### src/rtl/mem_arb_pkg.sv
// Shared types and width defaults for the unified-memory port arbiter.
package mem_arb_pkg;

   localparam int ADDR_W_DEF = 32;
   localparam int DATA_W_DEF = 32;

   typedef enum logic [1:0] {
      IDLE    = 2'd0,
      IFETCH  = 2'd1,
      DACCESS = 2'd2
   } arb_state_t;

endpackage

### src/rtl/mem_port_arbiter.sv
// Arbitrates a single-port unified memory between instruction fetch (F) and the
// memory stage (M), stalling the pipeline while an access is outstanding.
//
// state   | meaning
// IDLE    | no request on the memory port; arbitration point, data first
// IFETCH  | instruction fetch outstanding, MemWe=0
// DACCESS | load/store for the M stage outstanding
import mem_arb_pkg::*;

module mem_port_arbiter #(
   parameter int ADDR_W = ADDR_W_DEF,
   parameter int DATA_W = DATA_W_DEF
) (
   input  logic              clk,
   input  logic              reset_n,
   input  logic              IReqF,
   input  logic [ADDR_W-1:0] IAddrF,
   output logic [DATA_W-1:0] InstrF,
   output logic              StallIF,
   input  logic              DReqM,
   input  logic              DWeM,
   input  logic [ADDR_W-1:0] DAddrM,
   input  logic [DATA_W-1:0] DWdataM,
   output logic [DATA_W-1:0] DRdataM,
   output logic              StallMem,
   output logic              MemReq,
   output logic              MemWe,
   output logic [ADDR_W-1:0] MemAddr,
   output logic [DATA_W-1:0] MemWdata,
   input  logic [DATA_W-1:0] MemRdata,
   input  logic              MemAck
);

   arb_state_t        state;
   logic              ibuf_valid;
   logic [ADDR_W-1:0] ibuf_addr;
   logic              d_done;
   logic              i_hit;

   assign i_hit    = ibuf_valid && (ibuf_addr == IAddrF);
   assign StallMem = DReqM && !d_done;
   assign StallIF  = StallMem || (IReqF && !i_hit);

   always_ff @(posedge clk or negedge reset_n) begin
      if (!reset_n) begin
         state      <= IDLE;
         MemReq     <= 1'b0;
         MemWe      <= 1'b0;
         MemAddr    <= '0;
         MemWdata   <= '0;
         InstrF     <= '0;
         DRdataM    <= '0;
         ibuf_valid <= 1'b0;
         ibuf_addr  <= '0;
         d_done     <= 1'b0;
      end else begin
         // d_done lives for exactly the cycle in which M advances past the access.
         if (d_done && !StallMem)
            d_done <= 1'b0;
         if (IReqF && i_hit && !StallIF)
            ibuf_valid <= 1'b0;

         case (state)
            IDLE: begin
               if (DReqM && !d_done) begin
                  state    <= DACCESS;
                  MemReq   <= 1'b1;
                  MemWe    <= DWeM;
                  MemAddr  <= DAddrM;
                  MemWdata <= DWdataM;
               end else if (IReqF && !i_hit) begin
                  state   <= IFETCH;
                  MemReq  <= 1'b1;
                  MemWe   <= 1'b0;
                  MemAddr <= IAddrF;
               end
            end
            IFETCH: begin
               // Never aborted; a stale fill is simply overwritten by the next miss.
               if (MemAck) begin
                  InstrF     <= MemRdata;
                  ibuf_addr  <= MemAddr;
                  ibuf_valid <= 1'b1;
                  MemReq     <= 1'b0;
                  state      <= IDLE;
               end
            end
            DACCESS: begin
               if (MemAck) begin
                  if (!MemWe)
                     DRdataM <= MemRdata;
                  d_done <= 1'b1;
                  MemReq <= 1'b0;
                  state  <= IDLE;
               end
            end
            default: begin
               MemReq <= 1'b0;
               state  <= IDLE;
            end
         endcase
      end
   end

endmodule
### config.mk
export PLATFORM = sky130hd
export DESIGN_NAME = mem_port_arbiter
export DESIGN_NICKNAME = d
export VERILOG_FILES = /design/src/rtl/mem_arb_pkg.sv /design/src/rtl/mem_port_arbiter.sv
export SDC_FILE = /design/constraint.sdc
export NUM_CORES = 1
export LEC_CHECK = 0
export CAP_MARGIN = 10
export CORE_ASPECT_RATIO = 0.75
export CORE_MARGIN = 2
export CORE_UTILIZATION = 40
export CTS_BUF_LIST = sky130_fd_sc_hd__clkbuf_16
export DETAILED_ROUTE_END_ITERATION = 7
export MAX_ROUTING_LAYER = met4
export PLACE_DENSITY = 0.76
export SYNTH_ARGS = -nofsm -noshare
export SYNTH_HDL_FRONTEND = slang
export SYNTH_SLANG_ARGS = --single-unit
### constraint.sdc
create_clock -name clk -period 1.95 [get_ports clk]
set_input_delay 0.195 -clock clk [delete_from_list [all_inputs] [get_ports clk]]
set_output_delay 0.195 -clock clk [all_outputs]
set_load 0.02 [all_outputs]
Word level (Yosys, flattened, before mapping)
Index checks and enable logic that the tools add are counted.
{"block": "totals", "register_bits": 166, "inputBits": 134, "out_inout_bits": 132, "wordCells": 53}
{"block": "classes", "eq_ne": 5, "n_mux": 18, "bitwise_logic": 1, "n_reduce_logical": 19}
{"cell": "$mux 32", "count": 2}
{"cell": "$eq 32x32->1", "count": 1}
{"cell": "$mux 1", "count": 11}
{"cell": "$reduce_and 2->1", "count": 4}
{"cell": "$logic_and 1x1->1", "count": 6}
{"cell": "$mux 2", "count": 3}
{"cell": "$logic_not 1->1", "count": 4}
{"cell": "$pmux 2 s2", "count": 1}
{"cell": "$ne 3x3->1 const B", "count": 1}
{"cell": "$reduce_and 3->1", "count": 1}
{"cell": "$eq 2x1->1 const B", "count": 1}
{"cell": "$eq 2x2->1 const B", "count": 1}
{"cell": "$logic_not 2->1", "count": 1}
{"cell": "$ne 2x1->1 const B", "count": 1}
{"cell": "$pmux 1 s2", "count": 1}
{"cell": "$reduce_bool 2->1", "count": 1}
{"cell": "$reduce_or 2->1", "count": 1}
{"cell": "$logic_or 1x1->1", "count": 1}
{"cell": "$not 1->1", "count": 1}

Longest topological paths before layout
Gate-level depths: netlist of run 1.
{"block": "depth", "depth_word": 10, "mapped_depth": 8, "depth_no_buf": 6}

Worst setup path before layout of run 1
OpenSTA, ideal clock, no wires.
{"block": "synth_timing", "kind": "register to register", "startpoint": "reg ibuf_addr[21]", "endpoint": "reg MemAddr[10]", "setup_time_ns": 0.125, "arrival_time_ns": 1.712, "required_ns": 1.825, "setup_slack_ns": 0.113, "stages_incl_launch_ff": 7, "path_buffers": 1, "period_less_slack_ns": 1.837, "cell_sequence": "dfrtp_1 xnor2_1 nand4_1 nor4_4 a31oi_4 buf_6 mux2_4"}
{"block": "synth_between", "elab_chain_len": 6}
{"element": "start, declared", "line": "mem_port_arbiter.sv:36", "source": "logic [ADDR_W-1:0] ibuf_addr;"}
{"element": "start signal, assigned", "line": "mem_port_arbiter.sv:82", "source": "ibuf_addr <= MemAddr;"}
{"element": "$eq 32x32->1", "line": "mem_port_arbiter.sv:40", "source": "assign i_hit = ibuf_valid && (ibuf_addr == IAddrF);"}
{"element": "$logic_and 1x1->1", "line": "mem_port_arbiter.sv:40"}
{"element": "$logic_not 1->1", "line": "mem_port_arbiter.sv:71", "source": "end else if (IReqF && !i_hit) begin"}
{"element": "$logic_and 1x1->1", "line": "mem_port_arbiter.sv:71"}
{"element": "$reduce_bool 2->1 (no source line)"}
{"element": "$reduce_and 2->1 (no source line)"}
{"element": "end signal, assigned", "line": "mem_port_arbiter.sv:69", "source": "MemAddr <= DAddrM;"}
{"element": "end signal, assigned", "line": "mem_port_arbiter.sv:75", "source": "MemAddr <= IAddrF;"}
{"element": "end, declared", "line": "mem_port_arbiter.sv:28", "source": "output logic [ADDR_W-1:0] MemAddr,"}
No other way between the ends.
A chain may end at the register's enable or synchronous reset.

Final worst setup path of run 1
{"block": "layout_timing", "startpoint": "reg ibuf_addr[1]", "endpoint": "reg MemAddr[22]"}
Same word-level chain as after synthesis.

==> results.yml, run 1 <==
status:
  status: "finished, violations left"
  violations: "negative setup slack"
cells_and_area:
  multi_input_area_um2: 2910
  nets: 952
  most-common-layout-cells: "262 x clkdlybuf4s50_1, 166 x dfrtp_1, 132 x mux2_2"
  layout_commonest_cell: "clkdlybuf4s50_1"
  stdcell_area_um2: 10900
  nFillCells: 1356
  regArea_um2: 4150
  layout-drive-gt1-share_pct: 28.7
  area_delta_synth_final_pct: 53.6
worst_hold_path:
  min_path_type: "in -> async"
timing:
  skew_ns: 0.0127
  setup_tns_ns: -8.75
  max_freq_mhz: 448
  period_needed_ns: 2.23
  layout_setup_ws_ns: -0.283
  slew_headroom_pct: 68.1
  rsz0062_at_grt: "yes"
  final_max_slew_viol_count: 0
  hold_violations: 0
  worst_slew_pin_slew_ns: 0.478
  setup_viol: 35
  fin_crit_sh_pct: 115
clocking:
  cts_sinks: 166
  path_clk_slew_ns: 0.07
  clkLatencyLatePin_ns: 0.42
  root_buffer: "clkbuf_16"
  clockBufferDepth: 2
  cts_tree: "yes"
  cts_buffers: 17
  htreeDepth: 4
synth:
  ys_types: 29
  ys_seq_area_share_pct: 58.3
  async_reset_ff_share_pct: 100
  synth_seq_cells: 166
  syn_inst: 522
  synth_edf_count: 0
  syn_area_per_cell_um2: 13.7
  postSynthNetCount: 659
  synth_warnings: 0
  synth_area_um2: 7130
  synth_top_flop_cell: "dfrtp_1"
power:
  p_sw_mw: 6.59
  power.leakage_nw: 4.78
  combPwrFrac_pct: 48.7
  power.density_nw_per_um2: 1700
  power_frac_clock_pct: 17.4
  power_mw: 18.6
  vdd_drop_max_mv: 0.831
  power_frac_seq_pct: 33.9
  p_int_mw: 12.0
  switching_share_pct: 35.5
die:
  start_util_pct: 40.6
  die_area_um2: 18900
  ios: 266
  die_w_um: 158
  die_h_um: 120
  fp.coreArea_um2: 17600
  rows: 42
global_route:
  grt_pass1_wl_mm: 29.4
  grtUsageTotal_pct: 21.0
  grt_max_degree: 48
  overflow: 0
  antenna_found_initial: 1
  grt_pass1_vias: 5466
route:
  drc: 0
  drt_iter0_markers: 225
  wirelength_mm: 19.3
  firstDrtPassIters: 4
  antenna_left: 0
  vias_per_cell: 4.79
  wl_per_cell_um: 18.0
  vias: 5129
setup_path:
  crit_path_start_kind: "register"
  cp_max_fo: 13
  worstPathArrival_ns: 2.53
  worst_r2r_path_depth: 8
  critical_path_class: "reg -> reg"
  path_delay_family: "buffers and inverters"
  path_cells: "xnor2_2, nand4_1, nor4_4, buf_4, buf_6, a31oi_4, buf_12, mux2_4"
  critPathBufInv: 3
  worst_ep_required_time_ns: 2.25
  cp_slowest_stage_delay_ns: 0.43
  crit-reg2reg-capture: "MemAddr[22]"
  rrSetupSlack_ns: -0.28
  slowest_stage: "dfrtp_1"
  r2r-start: "ibuf_addr[1]"
  endpoint_kind: "register"
place:
  dp_slack_ns: -0.710
  dpl_cell_area_um2: 10200
  hpwl_mm: 14.2
  port_buffers: 265
  gp_congestion: 0.868
flow_run:
  drv_cap: 0
area by class of cell:
class | instances | area share (%)
Timing Repair Buffer | 296 | 27.3
Antenna cell | 1 | 0.0229
Clock buffer | 17 | 3.89
Clock inverter | 15 | 1.35
Multi-Input combinational cell | 330 | 26.6
Tap cell | 242 | 2.77
Inverter | 4 | 0.137
Sequential cell | 166 | 37.9
power by group through the flow:
stage / sequential (mW) / clock (mW) / combinational [mW]
after floorplan: 7.82 / 0 / 3.16
after global placement: 6.20 / 0 / 8.76
after detailed placement: 6.34 / 0 / 8.94
after CTS: 6.31 / 3.30 / 9.02
after global routing: 6.50 / 3.48 / 9.54
final: 6.30 / 3.23 / 9.04
logic make-up after synthesis:
kind of cell	Yosys count	share of synthesized area, %
xor gates and xnor gates	32	3.93
muxes	161	27.0
DFF	166	58.3
AOI/OAI and AO/OA	10	1.07
and+or+nand+nor	124	7.51
buffers and inverters	26	1.70
adders and majority gates	3	0.527
metal layers:
layer  up-vias  part of all wire [%]  GRT usage [%]
li1       2378                     -              -
met1      2529                    43           25.9
met2       198                    48           33.3
met3        24                   7.3           6.25
met4         0                   2.1           6.64
met5         -                     0              -
Yosys cell counts, types with 3 or more instances:
library cell | number | area, um2
nand3_1 | 3 | 15.0
nor2_1 | 3 | 11.3
ha_1 | 3 | 37.5
nand4_1 | 9 | 56.3
inv_1 | 3 | 11.3
mux2_2 | 132 | 1490
nand2_1 | 100 | 375
o21ai_0 | 4 | 20.0
clkbuf_1 | 11 | 41.3
buf_1 | 7 | 26.3
mux2_4 | 29 | 435
and2_1 | 3 | 18.8
buf_6 | 3 | 33.8
dfrtp_1 | 166 | 4150
xnor2_1 | 32 | 280
flip-flops by register name (all words and copies together), names as in the netlist, 2 cells and up:
signal	cells
MemWdata	32
InstrF	32
state	2
ibuf_addr	32
MemAddr	32
DRdataM	32
timing repair:
item | 4_1_cts | 5_1_grt
buffers inserted | 1 | 2
endpoints found under the setup margin | 35 | 36
cloned | 0 | 2
hold buffers | 1 | 0
pin swaps | 3 | 4
endpoints found under the hold margin | 43 | 0
resized for setup | 17 | 5
worst max-delay path by stage:
stage                        startpoint     endpoint  depth (start not counted)  slack, ns
after global placement        IAddrF[6]      StallIF                          7      -0.68
after detailed placement      IAddrF[6]      StallIF                          7      -0.71
final                      ibuf_addr[1]  MemAddr[22]                          8      -0.28
after global routing       ibuf_addr[1]  MemAddr[29]                          8      -0.30
after CTS                 ibuf_addr[31]      StallIF                          6      -0.25
after floorplan           ibuf_addr[21]  MemAddr[10]                          6       0.11
per-stage QoR:
step	hold WS [ns]	util, %	instances
floorplan	-0.101	-	522
global placement	0.159	58.4	1032
detailed placement	0.168	58.4	1032
CTS	0.284	62.0	1066
global route	0.296	62.4	1071
finish	0.270	62.4	1071
(Power assumes the default switching activity.)
==> run 2: changes to the inputs <==
--- a/config.mk
+++ b/config.mk
@@ -8,11 +8,11 @@
 export CAP_MARGIN = 10
 export CORE_ASPECT_RATIO = 0.75
 export CORE_MARGIN = 2
-export CORE_UTILIZATION = 40
+export CORE_UTILIZATION = 35
 export CTS_BUF_LIST = sky130_fd_sc_hd__clkbuf_16
 export DETAILED_ROUTE_END_ITERATION = 7
 export MAX_ROUTING_LAYER = met4
-export PLACE_DENSITY = 0.76
+export PLACE_DENSITY = 0.68
 export SYNTH_ARGS = -nofsm -noshare
 export SYNTH_HDL_FRONTEND = slang
 export SYNTH_SLANG_ARGS = --single-unit
==> run 2 against run 1 <==
The run still ends with negative setup slack left. Sequential share of layout area increased by 0.065 points. Power shrank 0.31%. Sequential power decreased by 0.6%. Wire length decreased by 2.5%. Register-to-register slack gained 0.13 ns. Clock-buffer cell count unchanged. Core utilization decreased by 8.0 points. Via count down 1.2%. Largest cell class unchanged. First-iteration DRC count increased by 25%.
==> results.yml, run 2 (same netlist as run 1, synthesis figures left out) <==
global_route:
  antenna_found_initial: 0
  busiest_layer: "met2"
  overflow: 0
  use_met3_pct: 5.36
  grt_use_met2_pct: 29.2
  grt_use_met1_pct: 23.3
  grt_pass1_vias: 5552
  grt_max_degree: 56
  grt_pass1_wl_mm: 29.8
  grtUsageTotal_pct: 18.4
cells_and_area:
  stdcell_area_um2: 10900
  layout_commonest_cell: "clkdlybuf4s50_1"
  nets: 950
  area_delta_synth_final_pct: 53.4
  final_core_util_pct: 54.4
  stdcell_count: 1084
  most-common-layout-cells: "262 x clkdlybuf4s50_1, 166 x dfrtp_1, 132 x mux2_2"
  layout-drive-gt1-share_pct: 28.1
  antenna_cells: 0
power:
  vdd_drop_max_mv: 0.897
  switching_share_pct: 35.2
  combPwrFrac_pct: 48.6
  power_frac_clock_pct: 17.6
  p_sw_mw: 6.52
  power.density_nw_per_um2: 1690
  power_mw: 18.5
  power_frac_seq_pct: 33.8
  power.leakage_nw: 4.76
  p_int_mw: 12.0
route:
  firstDrtPassIters: 4
  drt_iter0_markers: 281
  antenna_left: 0
  vias_per_cell: 4.67
  wirelength_mm: 18.8
  wl_per_cell_um: 17.3
  vias: 5067
  drc: 0
place:
  dpl_cell_area_um2: 10300
  port_buffers: 265
  dp_slack_ns: -0.512
  hpwl_mm: 14.0
  placedCellCount: 1049
  gp_congestion: 0.774
setup_path:
  critPathBufInv: 1
  r2r-start: "ibuf_addr[6]"
  endpoint_kind: "output pin"
  slowest_stage: "dfrtp_1"
  path_cells: "xnor2_1, nand4_1, nor4_4, a31oi_2, buf_4"
  rrSetupSlack_ns: -0.15
  cp_num_cells: 5
  worst_r2r_path_depth: 7
  worst_ep_required_time_ns: 1.75
  crit-reg2reg-capture: "MemAddr[10]"
  worstPathArrival_ns: 1.90
  crit_path_start_kind: "register"
  critical_path_class: "reg -> out"
  cp_slowest_stage_delay_ns: 0.39
  cp_max_fo: 3
  path_delay_family: "simple AND/OR/NAND/NOR gates"
clocking:
  path_clk_slew_ns: 0.07
  cts_buffers: 17
  cts_sinks: 166
  root_buffer: "clkbuf_16"
  htreeDepth: 4
  clkLatencyLatePin_ns: 0.42
  cts_tree: "yes"
  clockBufferDepth: 2
flow_run:
  drv_cap: 0
timing:
  layout_setup_ws_ns: -0.149
  setup_tns_ns: -3.79
  slew_headroom_pct: 64.8
  whs_ns: 0.278
  worst_slew_pin_slew_ns: 0.528
  hold_violations: 0
  setup_viol: 33
  rsz0062_at_grt: "yes"
  final_max_slew_viol_count: 0
  fin_crit_sh_pct: 108
  skew_ns: 0.00985
  period_needed_ns: 2.10
  max_freq_mhz: 476
die:
  die_w_um: 169
  rows: 45
  die_h_um: 128
  ios: 266
  die_area_um2: 21500
  fp.coreArea_um2: 20100
  start_util_pct: 35.5
status:
  violations: "negative setup slack"
  status: "finished, violations left"
worst_hold_path:
  min_path_type: "in -> async"
run 2: worst max-delay path by stage:
stage | start | endpoint | slack, ns
floorplan | ibuf_addr[21] | MemAddr[10] | 0.11
global placement | IAddrF[19] | StallIF | -0.49
detailed placement | IAddrF[30] | StallIF | -0.51
CTS | ibuf_addr[6] | StallIF | -0.15
global route | ibuf_addr[6] | StallIF | -0.28
finish | ibuf_addr[6] | StallIF | -0.15
run 2: layer usage:
metal,wire length (um),vias to the layer above
li1,-,2368
met1,8320,2508
met4,187,0
met5,0,-
met3,1320,15
met2,8960,176
run 2: cell type report:
| type | count | area [um2] |
|---|---|---|
| Multi-Input combinational cell | 330 | 2880 |
| Tap cell | 258 | 323 |
| Timing Repair Buffer | 294 | 2980 |
| Sequential cell | 166 | 4150 |
| Inverter | 4 | 15.0 |
| Fill cell | 1645 | 9170 |
| Clock buffer | 17 | 425 |
| Clock inverter | 15 | 145 |
run 2: repair_timing:
item | in CTS | in global routing
hold buffers | 1 | 0
pin swaps | 3 | 0
gates resized for setup | 13 | 3
endpoints found under the hold margin | 52 | 0
setup endpoints to repair | 34 | 34
buffers inserted | 1 | 0
gates cloned | 1 | 0
run 2: power by group through the flow:
stage / Sequential [mW] / Clock (mW) / Combinational, mW
floorplan: 7.82 / 0 / 3.16
CTS: 6.27 / 3.37 / 9.11
global placement: 6.19 / 0 / 8.83
detailed placement: 6.31 / 0 / 8.97
global route: 6.47 / 3.52 / 9.50
finish: 6.26 / 3.26 / 8.99
